**config.mk**
```make
export PLATFORM = sky130hd
export DESIGN_NAME = exmem_pipe
export DESIGN_NICKNAME = d
export VERILOG_FILES = /design/src/rtl/exmem_pipe.sv
export SDC_FILE = /design/constraint.sdc
export NUM_CORES = 1
export LEC_CHECK = 0
export CAP_MARGIN = 20
export CORE_ASPECT_RATIO = 1.5
export CORE_MARGIN = 4
export CORE_UTILIZATION = 41
export DETAILED_ROUTE_END_ITERATION = 16
export GPL_TIMING_DRIVEN = 0
export PLACE_DENSITY = 0.76
export SETUP_SLACK_MARGIN = 0.15
export SLEW_MARGIN = 20
export SYNTH_ARGS = -nofsm -noshare
export SYNTH_HDL_FRONTEND = slang
export SYNTH_SLANG_ARGS = --single-unit
```
**constraint.sdc**
```tcl
create_clock -name clk_i -period 1.3 [get_ports clk_i]
set_clock_uncertainty 0.15 [all_clocks]
set_input_delay 0.195 -clock clk_i [delete_from_list [all_inputs] [get_ports clk_i]]
set_output_delay 0.195 -clock clk_i [all_outputs]
set_load 0.01 [all_outputs]
```
**src/rtl/exmem_pipe.sv**
```systemverilog
// EX/MEM pipeline register with configurable depth, per-stage valid, stall and flush.
// Optional EXMEM_FWD_EN adds EX-operand forwarding comparators over the stage registers.
module exmem_pipe #(
  parameter int unsigned DATA_W = 8,
  parameter int unsigned ADDR_W = 32,
  parameter int unsigned STAGES = 2
) (
  input  logic              clk_i,
  input  logic              rst_ni,
  input  logic              stall_i,
  input  logic              flush_i,
  input  logic              in_valid_i,
  input  logic [DATA_W-1:0] in_aluout_i,
  input  logic [DATA_W-1:0] in_wdata_i,
  input  logic [ADDR_W-1:0] in_rd_i,
  input  logic [ADDR_W-1:0] in_branch_addr_i,
  input  logic [ADDR_W-1:0] in_jump_addr_i,
  input  logic [3:0]        in_flags_i,
  input  logic [6:0]        in_ctrl_i,
  output logic              out_valid_o,
  output logic [DATA_W-1:0] out_aluout_o,
  output logic [DATA_W-1:0] out_wdata_o,
  output logic [ADDR_W-1:0] out_rd_o,
  output logic [ADDR_W-1:0] out_branch_addr_o,
  output logic [ADDR_W-1:0] out_jump_addr_o,
  output logic [3:0]        out_flags_o,
  output logic [6:0]        out_ctrl_o,
`ifdef EXMEM_FWD_EN
  input  logic [ADDR_W-1:0] fwd_src_a_i,
  input  logic [ADDR_W-1:0] fwd_src_b_i,
  output logic              fwd_a_hit_o,
  output logic              fwd_b_hit_o,
  output logic [DATA_W-1:0] fwd_a_data_o,
  output logic [DATA_W-1:0] fwd_b_data_o,
`endif
  output logic [2:0]        occupancy_o
);

  if (STAGES == 0 || STAGES > 4) begin : gen_stages_check
    $error("exmem_pipe: STAGES must be in 1..4");
  end

  localparam int unsigned CtrlRegWrite = 1;
  localparam int unsigned CtrlMemtoReg = 0;

  typedef struct packed {
    logic              valid;
    logic [DATA_W-1:0] aluout;
    logic [DATA_W-1:0] wdata;
    logic [ADDR_W-1:0] rd;
    logic [ADDR_W-1:0] branch_addr;
    logic [ADDR_W-1:0] jump_addr;
    logic [3:0]        flags;
    logic [6:0]        ctrl;
  } stage_t;

  stage_t [STAGES-1:0] stg_q, stg_d;
  stage_t              in_stage;
  logic   [2:0]        occ_q, occ_d;

  always_comb begin
    in_stage.valid       = in_valid_i;
    in_stage.aluout      = in_aluout_i;
    in_stage.wdata       = in_wdata_i;
    in_stage.rd          = in_rd_i;
    in_stage.branch_addr = in_branch_addr_i;
    in_stage.jump_addr   = in_jump_addr_i;
    in_stage.flags       = in_flags_i;
    // Bubbles never carry control, so downstream can trust ctrl without checking valid.
    in_stage.ctrl        = in_valid_i ? in_ctrl_i : 7'b0;
  end

  always_comb begin
    stg_d = stg_q;
    if (flush_i) begin
      stg_d = '0;
    end else if (!stall_i) begin
      stg_d[0] = in_stage;
      for (int k = 1; k < int'(STAGES); k++) begin
        stg_d[k] = stg_q[k-1];
      end
    end
    occ_d = 3'd0;
    for (int k = 0; k < int'(STAGES); k++) begin
      occ_d = occ_d + {2'b00, stg_d[k].valid};
    end
  end

  always_ff @(posedge clk_i) begin
    if (!rst_ni) begin
      stg_q <= '0;
      occ_q <= 3'd0;
    end else begin
      stg_q <= stg_d;
      occ_q <= occ_d;
    end
  end

  assign out_valid_o       = stg_q[STAGES-1].valid;
  assign out_aluout_o      = stg_q[STAGES-1].aluout;
  assign out_wdata_o       = stg_q[STAGES-1].wdata;
  assign out_rd_o          = stg_q[STAGES-1].rd;
  assign out_branch_addr_o = stg_q[STAGES-1].branch_addr;
  assign out_jump_addr_o   = stg_q[STAGES-1].jump_addr;
  assign out_flags_o       = stg_q[STAGES-1].flags;
  assign out_ctrl_o        = stg_q[STAGES-1].ctrl;
  assign occupancy_o       = occ_q;

`ifdef EXMEM_FWD_EN
  // Scan oldest to youngest so the youngest (lowest index) match wins.
  always_comb begin
    fwd_a_hit_o  = 1'b0;
    fwd_a_data_o = '0;
    fwd_b_hit_o  = 1'b0;
    fwd_b_data_o = '0;
    for (int k = int'(STAGES) - 1; k >= 0; k--) begin
      if (stg_q[k].valid && stg_q[k].ctrl[CtrlRegWrite] && !stg_q[k].ctrl[CtrlMemtoReg]) begin
        if (stg_q[k].rd == fwd_src_a_i) begin
          fwd_a_hit_o  = 1'b1;
          fwd_a_data_o = stg_q[k].aluout;
        end
        if (stg_q[k].rd == fwd_src_b_i) begin
          fwd_b_hit_o  = 1'b1;
          fwd_b_data_o = stg_q[k].aluout;
        end
      end
    end
  end
`endif

endmodule

```
==> results.md, run 1 <==
- Final setup fails: between 100 and 150
- DR iter-0 viols: 199
- Nets: 1372
- Arrival @ worst endpoint: roughly 1.1 ns
- Unrepaired setup endpoints after global routing: true
- CP required: 0.95 ns
- Post-Synthesis Cells: 942
- Placed Area: 0.01294 mm²
- Routed via count: around 7000
- CP Class: reg -> out
- Starting Density: 41.89%
- CP max stage delay: 0.33 ns
- Layout cell share with drive strength beyond 1: 39.79%
- Yosys reg bits: 250
- Most common cell on crit path: buf_6
- Final instance area: 0.01482 mm²
- Final Hold Vio Count: 0
- Row Count: 69
- Drt drc: 0
- Final HPWL DP: 17450 µm
- Core Area: 0.02391 mm²
- Total GRT Usage: around 17%
- Mapped Nets: about 1100
- Synth top area share: 49.96%
- Register area share after synthesis: 49.96%
- Inst Count DP: 1512
- Outcome: finished with violations
- Final cell count without fillers: 1578
- Vias in the first global route: between 7000 and 8000
- NetSw: 3.595 mW
- LEAKAGE: 6.698 nW
- Worst-path fanout max: 2
- Top_reg_cell synth: dfxtp_1
- Final slew viol count: 0
- Die W: 135.6 µm
- Post-DRT Antenna Nets: 0
- Final Util: 61.97%
- Die ar.: 0.02705 mm²
- H-tree depth: 1
- Mean Syn Cell Area: 10.64 µm²
- Reg2reg setup slack: 0.06 ns
- Clock root cell: clkbuf_16
- Most common cell in the netlist: dfxtp_1
- Synth warnings: 0
- Antenna violations before repair: 0
- First-pass GRT wire length: about 38000 µm
- Largest cells by area after synthesis: dfxtp_1, mux2i_1, buf_4
- Sequential share of power: 48.7%
- EDFF count, synth: 0
- Period utilization: 107.6%
- IO buf count: 251
- Routability Congestion: approximately 0.76
- Crit-path cells: buf_6, buf_6
- CP startpoint kind: register
- Largest vdd supply drop: slightly above 0.8 mV
- Combinational fraction of design power: around a tenth
- Share of synthesized registers carrying an async set or reset: 0%
- CTS tree: yes
- Peak Freq: 715.2 MHz
- Minimum clock period: 1.398 ns
- Fin Setup TNS: -10.16 ns
- Max Cap Viol: 0
- Reg2Reg Depth: 4
- Number of sinks driven by the clock tree: between 200 and 300
- Cts bufs inserted: 23
- Clock transition at the registers of the reported paths: 0.07 ns
- Hold Path Depth: 5
- Clk Latency, worst-skew pair: ~0.50 ns
- Power Dens Cells: 1094 mW/mm²
- Layout area overhead: 47.92%
- Failing checks: setup timing
- Min-Delay Path Class: in -> reg
- Die H: 199.5 µm
- Clock share of power: about two fifths
- Library cells used by synthesis: 14
- Worst setup EP type: output pin
- Overflow after GRT: 0
- Number of diodes: 0
- WL final: 24740 µm
- Routed wire length per instance: 15.67 µm
- Yosys top cell by area: dfxtp_1
- Sw Ratio: about 22%
- Max clock buf depth: 3
- Int Pwr: 12.62 mW
- Fill cells: 1887
- Most frequent cells after synthesis: dfxtp_1, nor2_1, mux2i_1
- Maximum number of pins on one net before global-route repair: 17
- Final worst setup slack: -0.09821 ns
- I/O pins: 255
- DR pass1 iterations: 4
- DR vias/cell: 4.561
- Post-Syn Area: about 0.01 mm²
- Critical-path top delay cell: dfxtp_2
-- sequential cells by signal (all words and copies together) (netlist names) --
signal	count
out_aluout_o	8
out_ctrl_o	7
out_wdata_o	8
occupancy_o	2
out_flags_o	4
stg_q	124
out_rd_o	32
out_valid_o	1
out_jump_addr_o	32
out_branch_addr_o	32
-- power by group through the flow --
stage	clock, mW	combinational [mW]	sequential, mW
2_1_floorplan	0	0.867	8.04
3_5_place_dp	0	1.50	8.06
3_3_place_gp	0	1.49	8.05
5_1_grt	7.21	1.72	7.91
6_report	6.71	1.61	7.90
4_1_cts	6.88	1.56	7.90
-- cell type report --
class	count	area [µm²]	area share, %
Clock buffer	36	724.4	4.889
Buffer	182	2095	14.13
Tap cell	319	399.1	2.693
Sequential cell	250	5164	34.84
Multi-Input combinational cell	510	3496	23.59
Timing Repair Buffer	276	2903	19.59
Clock inverter	5	38.79	0.2617
-- per-stage QoR --
step / hold WS [ns] / setup WS [ns] / power [mW]
6_report: 0.09456 / -0.09821 / 16.21
2_1_floorplan: 0.1723 / -0.01909 / 8.910
4_1_cts: -0.04678 / -0.1201 / 16.34
3_3_place_gp: 0.2993 / -0.5112 / 9.542
5_1_grt: 0.08665 / -0.1352 / 16.85
3_5_place_dp: 0.3025 / -0.5357 / 9.565
-- layer usage --
metal  vias to the layer above  GRT usage (%)  share of wire (%)  wire (µm)
met5                         -              0                  0          0
met4                         0          5.827                2.8        690
met3                        42          4.156                6.2       1528
met2                       205          32.90                 53      13200
met1                      3392          18.65                 38       9311
li1                       3558              -                  -          -
-- cell families (layout without fill, tap and decap cells) --
kind of cell    after synthesis  after routing  synth area share, %
mux                         241            241                24.08
other cells                   1              1              0.03743
buf+inv                     182            499                15.37
fa+ha+maj                     1              1               0.1249
flops                       250            250                49.96
simple gates                260            260                10.08
compound gates                7              7               0.3497
-- layout by cell type, fill, tap and decap left out, types with 7 or more instances in the layout --
| master | n |
|---|---|
| nand2_1 | 7 |
| clkbuf_8 | 10 |
| buf_8 | 12 |
| clkdlybuf4s50_1 | 124 |
| nand3b_1 | 7 |
| buf_6 | 288 |
| dfxtp_2 | 127 |
| dfxtp_1 | 123 |
| nor2_1 | 243 |
| clkbuf_16 | 25 |
| buf_4 | 22 |
| a21oi_1 | 7 |
| mux2i_1 | 239 |
-- worst max-delay path, delay by kind of cell (launching register included) --
family / cells / cell delay (ns)
flops: 1 / 0.33
buf+inv: 2 / 0.22
-- worst paths after layout --
check                                 start        endpoint
worst max register to register   stg_q[123]  occupancy_o[0]
worst min-delay path             in_valid_i      stg_q[123]
worst min register to register     stg_q[4]        stg_q[4]
worst max-delay path            out_rd_o[3]     out_rd_o[3]
-- timing repair --
item | 4_1_cts | 5_1_grt
hold endpoints to repair | 7 | 2
resized for setup | 909 | 24
hold buffers | 2 | 1
gates cloned | 0 | 2
pin swaps | 1 | 2
buffers inserted | 11 | 9
setup endpoints to repair | 367 | 347
No activity file was read; power rests on OpenSTA's default activity.
==> run 2, diff against run 1 <==
--- a/config.mk
+++ b/config.mk
@@ -13,6 +13,7 @@
 export GPL_TIMING_DRIVEN = 0
 export PLACE_DENSITY = 0.76
 export SETUP_SLACK_MARGIN = 0.15
+export SKIP_CTS_REPAIR_TIMING = 1
 export SLEW_MARGIN = 20
 export SYNTH_ARGS = -nofsm -noshare
 export SYNTH_HDL_FRONTEND = slang
==> run 2 against run 1 <==
  * The flow finishes with violations (hold timing, setup timing)
  * Register-to-register slack better by 0.02 ns
  * Sequential share of layout area grew 0.30 points
  * Wire length decreased by 1.2%
  * Global-route usage decreased by 0.70 points
  * First-iteration DRC count rose by 4.5%
  * Via count down 1.0%
  * Core utilization decreased by 0.53 points
  * Largest power group unchanged
==> results.md, run 2 (synthesized netlist as in run 1, its figures left out) <==
- Outcome: finished with violations
- Failing checks: hold timing, setup timing
- Final setup fails: 123 (-0.81%)
- Arrival @ worst endpoint: 1.05 ns (about the same)
- Max Cap Viol: 0 (unchanged)
- Worst setup EP type: output pin
- Vias in the first global route: 7196 (-3.6%)
- Met1 Track Usage GR: 18.23% (-0.42 points)
- Power Dens Cells: 1102 mW/mm² (+0.71%)
- Fill cells: 1911 (+1.3%)
- Final Util: 61.43% (-0.53 points)
- Layout cell share with drive strength beyond 1: 39.39% (-0.40 points)
- Final slew viol count: 0 (unchanged)
- Clock transition at the registers of the reported paths: 0.07 ns (about the same)
- Sequential share of power: 48.8% (about the same)
- Number of sinks driven by the clock tree: 250 (unchanged)
- CTS tree: yes
- DR pass1 iterations: 4 (unchanged)
- Final worst setup slack: -0.09622 ns (+0.001991 ns)
- Die ar.: 0.02705 mm² (unchanged)
- Starting Density: 41.89% (unchanged)
- H-tree depth: 1 (unchanged)
- Peak Freq: 716.2 MHz (+0.14%)
- Most common cell on crit path: buf_6
- CP max stage delay: 0.33 ns (about the same)
- Combinational fraction of design power: 9.7% (-0.2 points)
- Post-DRT Antenna Nets: 0 (unchanged)
- Max reg flops: 124 (unchanged)
- Commonest non-fill, non-tap cell in the layout: buf_6
- Unrepaired setup endpoints after global routing: true
- Routed via count: 7124 (-1.0%)
- I/O pins: 255 (unchanged)
- Post-Place Worst Slack: -0.5357 ns (unchanged)
- Antenna violations before repair: 0 (unchanged)
- Clk Latency, worst-skew pair: 0.50 ns (about the same)
- Area occupied by registers: 0.005164 mm² (unchanged)
- Area taken by multi-input logic gates: 0.003496 mm² (unchanged)
- Clock share of power: 41.5% (about the same)
- Reg2reg setup slack: 0.08 ns (+0.02 ns)
- Cts bufs inserted: 23 (unchanged)
- Routability Congestion: 0.7609 (unchanged)
- Core Area: 0.02391 mm² (unchanged)
- Worst-path fanout max: 2 (unchanged)
- Layout area overhead: 46.65%
- GR Util met3: 4.484% (+0.33 points)
- Final cell count without fillers: 1568 (-0.63%)
- GR peak layer: met2
- Row Count: 69 (unchanged)
- LEAKAGE: 6.632 nW (-0.99%)
- Inst Count DP: 1512 (unchanged)
- Clock root cell: clkbuf_16
- Die H: 199.5 µm (unchanged)
- Routed wire length per instance: 15.58 µm (-0.57%)
- Crit-path cells: buf_6, buf_6
- Sw Ratio: 22.20% (about the same)
- Min-Delay Path Class: in -> reg
- Number of diodes: 0 (unchanged)
- First-pass GRT wire length: 36440 µm (-3.9%)
- NetSw: 3.593 mW (about the same)
- Period utilization: 107.4% (-0.15 points)
- Max clock buf depth: 3 (unchanged)
- Maximum number of pins on one net before global-route repair: 17 (unchanged)
- WL final: 24440 µm (-1.2%)
- Worst hold margin: -0.02375 ns (-0.1183 ns)
- Overflow after GRT: 0 (unchanged)
- Critical-path top delay cell: dfxtp_2
- Largest Register: stg_q
- Int Pwr: 12.59 mW (-0.19%)
- Total GRT Usage: 16.64% (-0.70 points)
- CP Class: reg -> out
- IO buf count: 251 (unchanged)
- CP startpoint kind: register
- Drt drc: 0 (unchanged)
- Die W: 135.6 µm (unchanged)
- Grt met2 use: 31.37% (-1.5 points)
- CP required: 0.95 ns (about the same)
- Final HPWL DP: 17450 µm (unchanged)
- Final Hold Vio Count: 1 (+1)
- Minimum clock period: 1.396 ns (-0.001991 ns)
- Commonest cells after routing, fill and taps aside: buf_6, nor2_1, mux2i_1, dfxtp_2
- Fin Setup TNS: -9.989 ns (+0.1732 ns)
- DR vias/cell: 4.543 (-0.38%)
- DR iter-0 viols: 208 (+4.5%)
- Largest vdd supply drop: 0.8085 mV (-0.63%)
- Nets: 1362 (-0.73%)
==> run 2: changes by cell type in the layout (fill, tap and decap cells not counted) <==
cell / previous run / this run
buf_6: 288 / 298
buf_4: 22 / 13
buf_8: 12 / 4
buf_12: 3 / 2
buf_2: 1 / 2
clkbuf_16: 25 / 24
clkbuf_2: 2 / 1
clkdlybuf4s50_1: 124 / 123
dlygate4sd3_1: 3 / 2
dlymetal6s2s_1: 1 / 2
==> run 2: path summary, 6_finish.rpt <==
kind                          to           start  cells past startpoint
setup / recovery  out_wdata_o[6]  out_wdata_o[6]                      2
hold / removal        stg_q[123]      in_valid_i                      4
setup reg to reg  occupancy_o[0]      stg_q[123]                      4
hold reg to reg         stg_q[4]        stg_q[4]                      2
==> run 2: area by class of cell <==
| cell class | instances | area share (%) |
|---|---|---|
| buffer | 182 | 13.93 |
| clock buffer | 36 | 4.931 |
| clock inverter | 5 | 0.2640 |
| multi-input combinational | 510 | 23.79 |
| sequential | 250 | 35.15 |
| tap | 319 | 2.717 |
| timing repair buffer | 266 | 19.21 |
==> run 2: worst max-delay path: cells and delay by family (launching register included) <==
family	cells	cell delay, ns
buf+inv	2	0.22
flops	1	0.33
==> run 2: layer usage <==
metal | routed length, µm | share of wire (%)
met1 | 9182 | 38
met4 | 446 | 1.8
met5 | 0 | 0
met3 | 1681 | 6.9
met2 | 13130 | 54
==> run 2: stage by stage <==
| stage | hold WS [ns] | power [mW] | cell area [µm²] |
|---|---|---|---|
| 2_1_floorplan | 0.1723 | 8.910 | 10030 |
| 3_3_place_gp | 0.2993 | 9.542 | 12940 |
| 3_5_place_dp | 0.3025 | 9.565 | 12940 |
| 4_1_cts | -0.1214 | 16.28 | 13700 |
| 5_1_grt | -0.02944 | 16.81 | 14690 |
| 6_report | -0.02375 | 16.19 | 14690 |
==> run 2: power groups by stage <==
stage / Clock [mW] / Sequential (mW) / Combinational [mW]
after detailed placement: 0 / 8.06 / 1.50
after global routing: 7.21 / 7.91 / 1.69
after global placement: 0 / 8.05 / 1.49
final: 6.72 / 7.90 / 1.57
after floorplan: 0 / 8.04 / 0.867
after CTS: 6.88 / 7.89 / 1.51
==> edit: new RTL, flow settings as in run 1 <==
Change the parameter `DATA_W` from 8 to 7.
--- a/src/rtl/exmem_pipe.sv
+++ b/src/rtl/exmem_pipe.sv
@@ -1,7 +1,7 @@
 // EX/MEM pipeline register with configurable depth, per-stage valid, stall and flush.
 // Optional EXMEM_FWD_EN adds EX-operand forwarding comparators over the stage registers.
 module exmem_pipe #(
-  parameter int unsigned DATA_W = 8,
+  parameter int unsigned DATA_W = 7,
   parameter int unsigned ADDR_W = 32,
   parameter int unsigned STAGES = 2
 ) (
Interface: changed (resized in_aluout_i, in_wdata_i, out_aluout_o and out_wdata_o); port bits go from 255 to 251. The function was not compared with the original's and may differ.
==> edit against run 1 <==
- critical path type unchanged
- design area decreased by 2.6%
- critical endpoint is now out_flags_o[0]
- worst setup slack got worse by 0.0017 ns
- global-route usage about the same
- die area decreased by 3.0%
- synthesized cell count decreased by 1.7%
- combinational power decreased by 6%
- sequential cell count decreased by 4
- total power decreased by 0.89%
- count of clock-buffer cells in the layout unchanged
- sequential power decreased by 2%
- wire length decreased by 4.4%
- highest routed layer unchanged
- critical path depth unchanged
- area after synthesis decreased by 3.2%
- the run still ends with setup timing left
==> edit: results (changes against run 1) <==
[drt]
routed_wl_um = 23640  ; -4.4%
first_pass_iters = 4  ; unchanged
num_vias = 7001  ; -2.7%
first_iter_violations = 171  ; -14%

[critical_path]
crit_fanout = 2  ; unchanged
slowest_stage = dfxtp_2
worstPathArrival_ns = 1.05  ; about the same
path_delay_family = flip-flops
critPathMaxStageDelay_ns = 0.33  ; about the same

[final_layout]
diodes = 0  ; unchanged
largest_reg_flops = 122  ; -1.6%
drive_above_1_share = 0.3912  ; -0.006701
nets = 1346  ; -1.9%
regMostFlops = stg_q

[clock_tree]
cts_root_buffer = clkbuf_16
clk_path_buf_depth = 3  ; unchanged
clock_latency_ns = 0.50  ; about the same
htree_levels = 1  ; unchanged
path_clk_slew_ns = 0.06
numCtsBuffers = 24  ; +4.3%

[outcome]
violations = setup timing
outcome = finished with violations

[synthesis]
synth_async_sr_flop_share = 0  ; unchanged
yosys-top-cells-count = 246 x dfxtp_1, 239 x nor2_1, 237 x mux2i_1, 127 x buf_4, 24 x buf_2
yosysWarnings = 0  ; unchanged
synth_top_flop_cell = dfxtp_1
synth_nets = 1053  ; -1.7%
ys_seq_area_frac = 0.5078  ; +0.008243
yosys-top-cells-area = dfxtp_1 51%, mux2i_1 24%, buf_4 9.8%, nor2_1 9.3%, buf_6 2.4%
ys_types = 16  ; +2

[pwr]
leakage_uw = 0.006520  ; -2.7%
vdd.ir_drop.worst_v = 0.0008960  ; +10%

[placed_design]
hpwl_um = 16850  ; -3.5%
globalplace.congestion = 0.7820  ; +2.8%
port_buffers = 247  ; -1.6%

[global_route]
track_usage = 0.1730  ; -0.0004401
grt_pass1_vias = 7259  ; -2.8%
grt_max_degree = 14  ; -3
antenna_found_initial = 0  ; unchanged
grt_pass1_wl_um = 37190  ; -1.9%

[timing]
finalSetupViolations = 121  ; -2.4%
fin_ws_ns = -0.09989  ; -0.001677 ns

[worst_hold_path]
hp-class = in2reg

edit: cell types whose count changed after synthesis, moves of 3 or more:
cell / before / now
nor2_1: 243 / 239
dfxtp_1: 250 / 246
buf_6: 51 / 21
buf_2: 4 / 24
mux2i_1: 241 / 237
buf_1: 0 / 3
edit: layout make-up:
class | instances | area (um2)
well taps | 315 | 394.1
flip-flops and latches | 246 | 5081
repair buffers | 267 | 2788
plain buffers | 178 | 1968
clock inverters | 3 | 40.04
multi-input cells | 502 | 3431
clock buffers | 36 | 726.9
fillers | 1895 | 8713
edit: worst paths after layout:
path | from | to | depth (start not counted) | slack [ns]
worst max register to register | out_valid_o | occupancy_o[0] | 4 | 0.08
worst min-delay path | in_valid_i | stg_q[121] | 4 | 0.003
worst max-delay path | out_flags_o[0] | out_flags_o[0] | 2 | -0.1
worst min register to register | stg_q[2] | stg_q[2] | 2 | 0.31
edit: kinds of logic (layout without fill, tap and decap cells):
group / count (synthesis) / in the layout / share of synthesized area
buffers and inverters: 178 / 484 / 0.1397
muxes: 237 / 237 / 0.2446
and+or+nand+nor: 256 / 256 / 0.1026
adders and majority gates: 1 / 1 / 0.001290
AOI/OAI and AO/OA: 7 / 7 / 0.003612
other: 1 / 1 / 0.0003867
DFF: 246 / 246 / 0.5078
edit: layer usage:
layer	wire length, um	up-vias	global-route usage
met1	9037	3308	0.1938
met4	675	0	0.05795
met5	0	-	0
li1	-	3475	-
met3	1179	40	0.03141
met2	12750	178	0.3276
edit: power breakdown:
| part | switching, uW | internal [uW] | total (uW) |
|---|---|---|---|
| registers | 81.0 | 7700 | 7780 |
| logic | 623 | 898 | 1520 |
| clock network | 2750 | 4020 | 6770 |
edit: stage by stage:
step           instances  setup slack [ns]  TNS [ns]  utilization  area, um2
3_3_place_gp        1488           -0.6163   -135.96       0.5438      12590
6_report            1547          -0.09989    -10.26       0.6235      14430
2_1_floorplan        926          -0.03006  -0.03006            -       9719
3_5_place_dp        1488           -0.6555   -140.13       0.5438      12590
4_1_cts             1541           -0.1263    -13.50       0.6209      14370
5_1_grt             1547           -0.1414    -14.90       0.6235      14430
edit: tightest hold or removal path, stage by stage:
cell	delay (ns)
clkbuf_1	0.12
mux2i_2	0.09
buf_4	0.13
nor2_1	0.08
edit: repair_timing:
| item | CTS | global route |
|---|---|---|
| setup buffers | 12 | 6 |
| setup endpoints to repair | 365 | 290 |
| resized for setup | 928 | 5 |
| hold buffers | 2 | 0 |
| pin swaps | 3 | 1 |
| hold endpoints to repair | 9 | 0 |
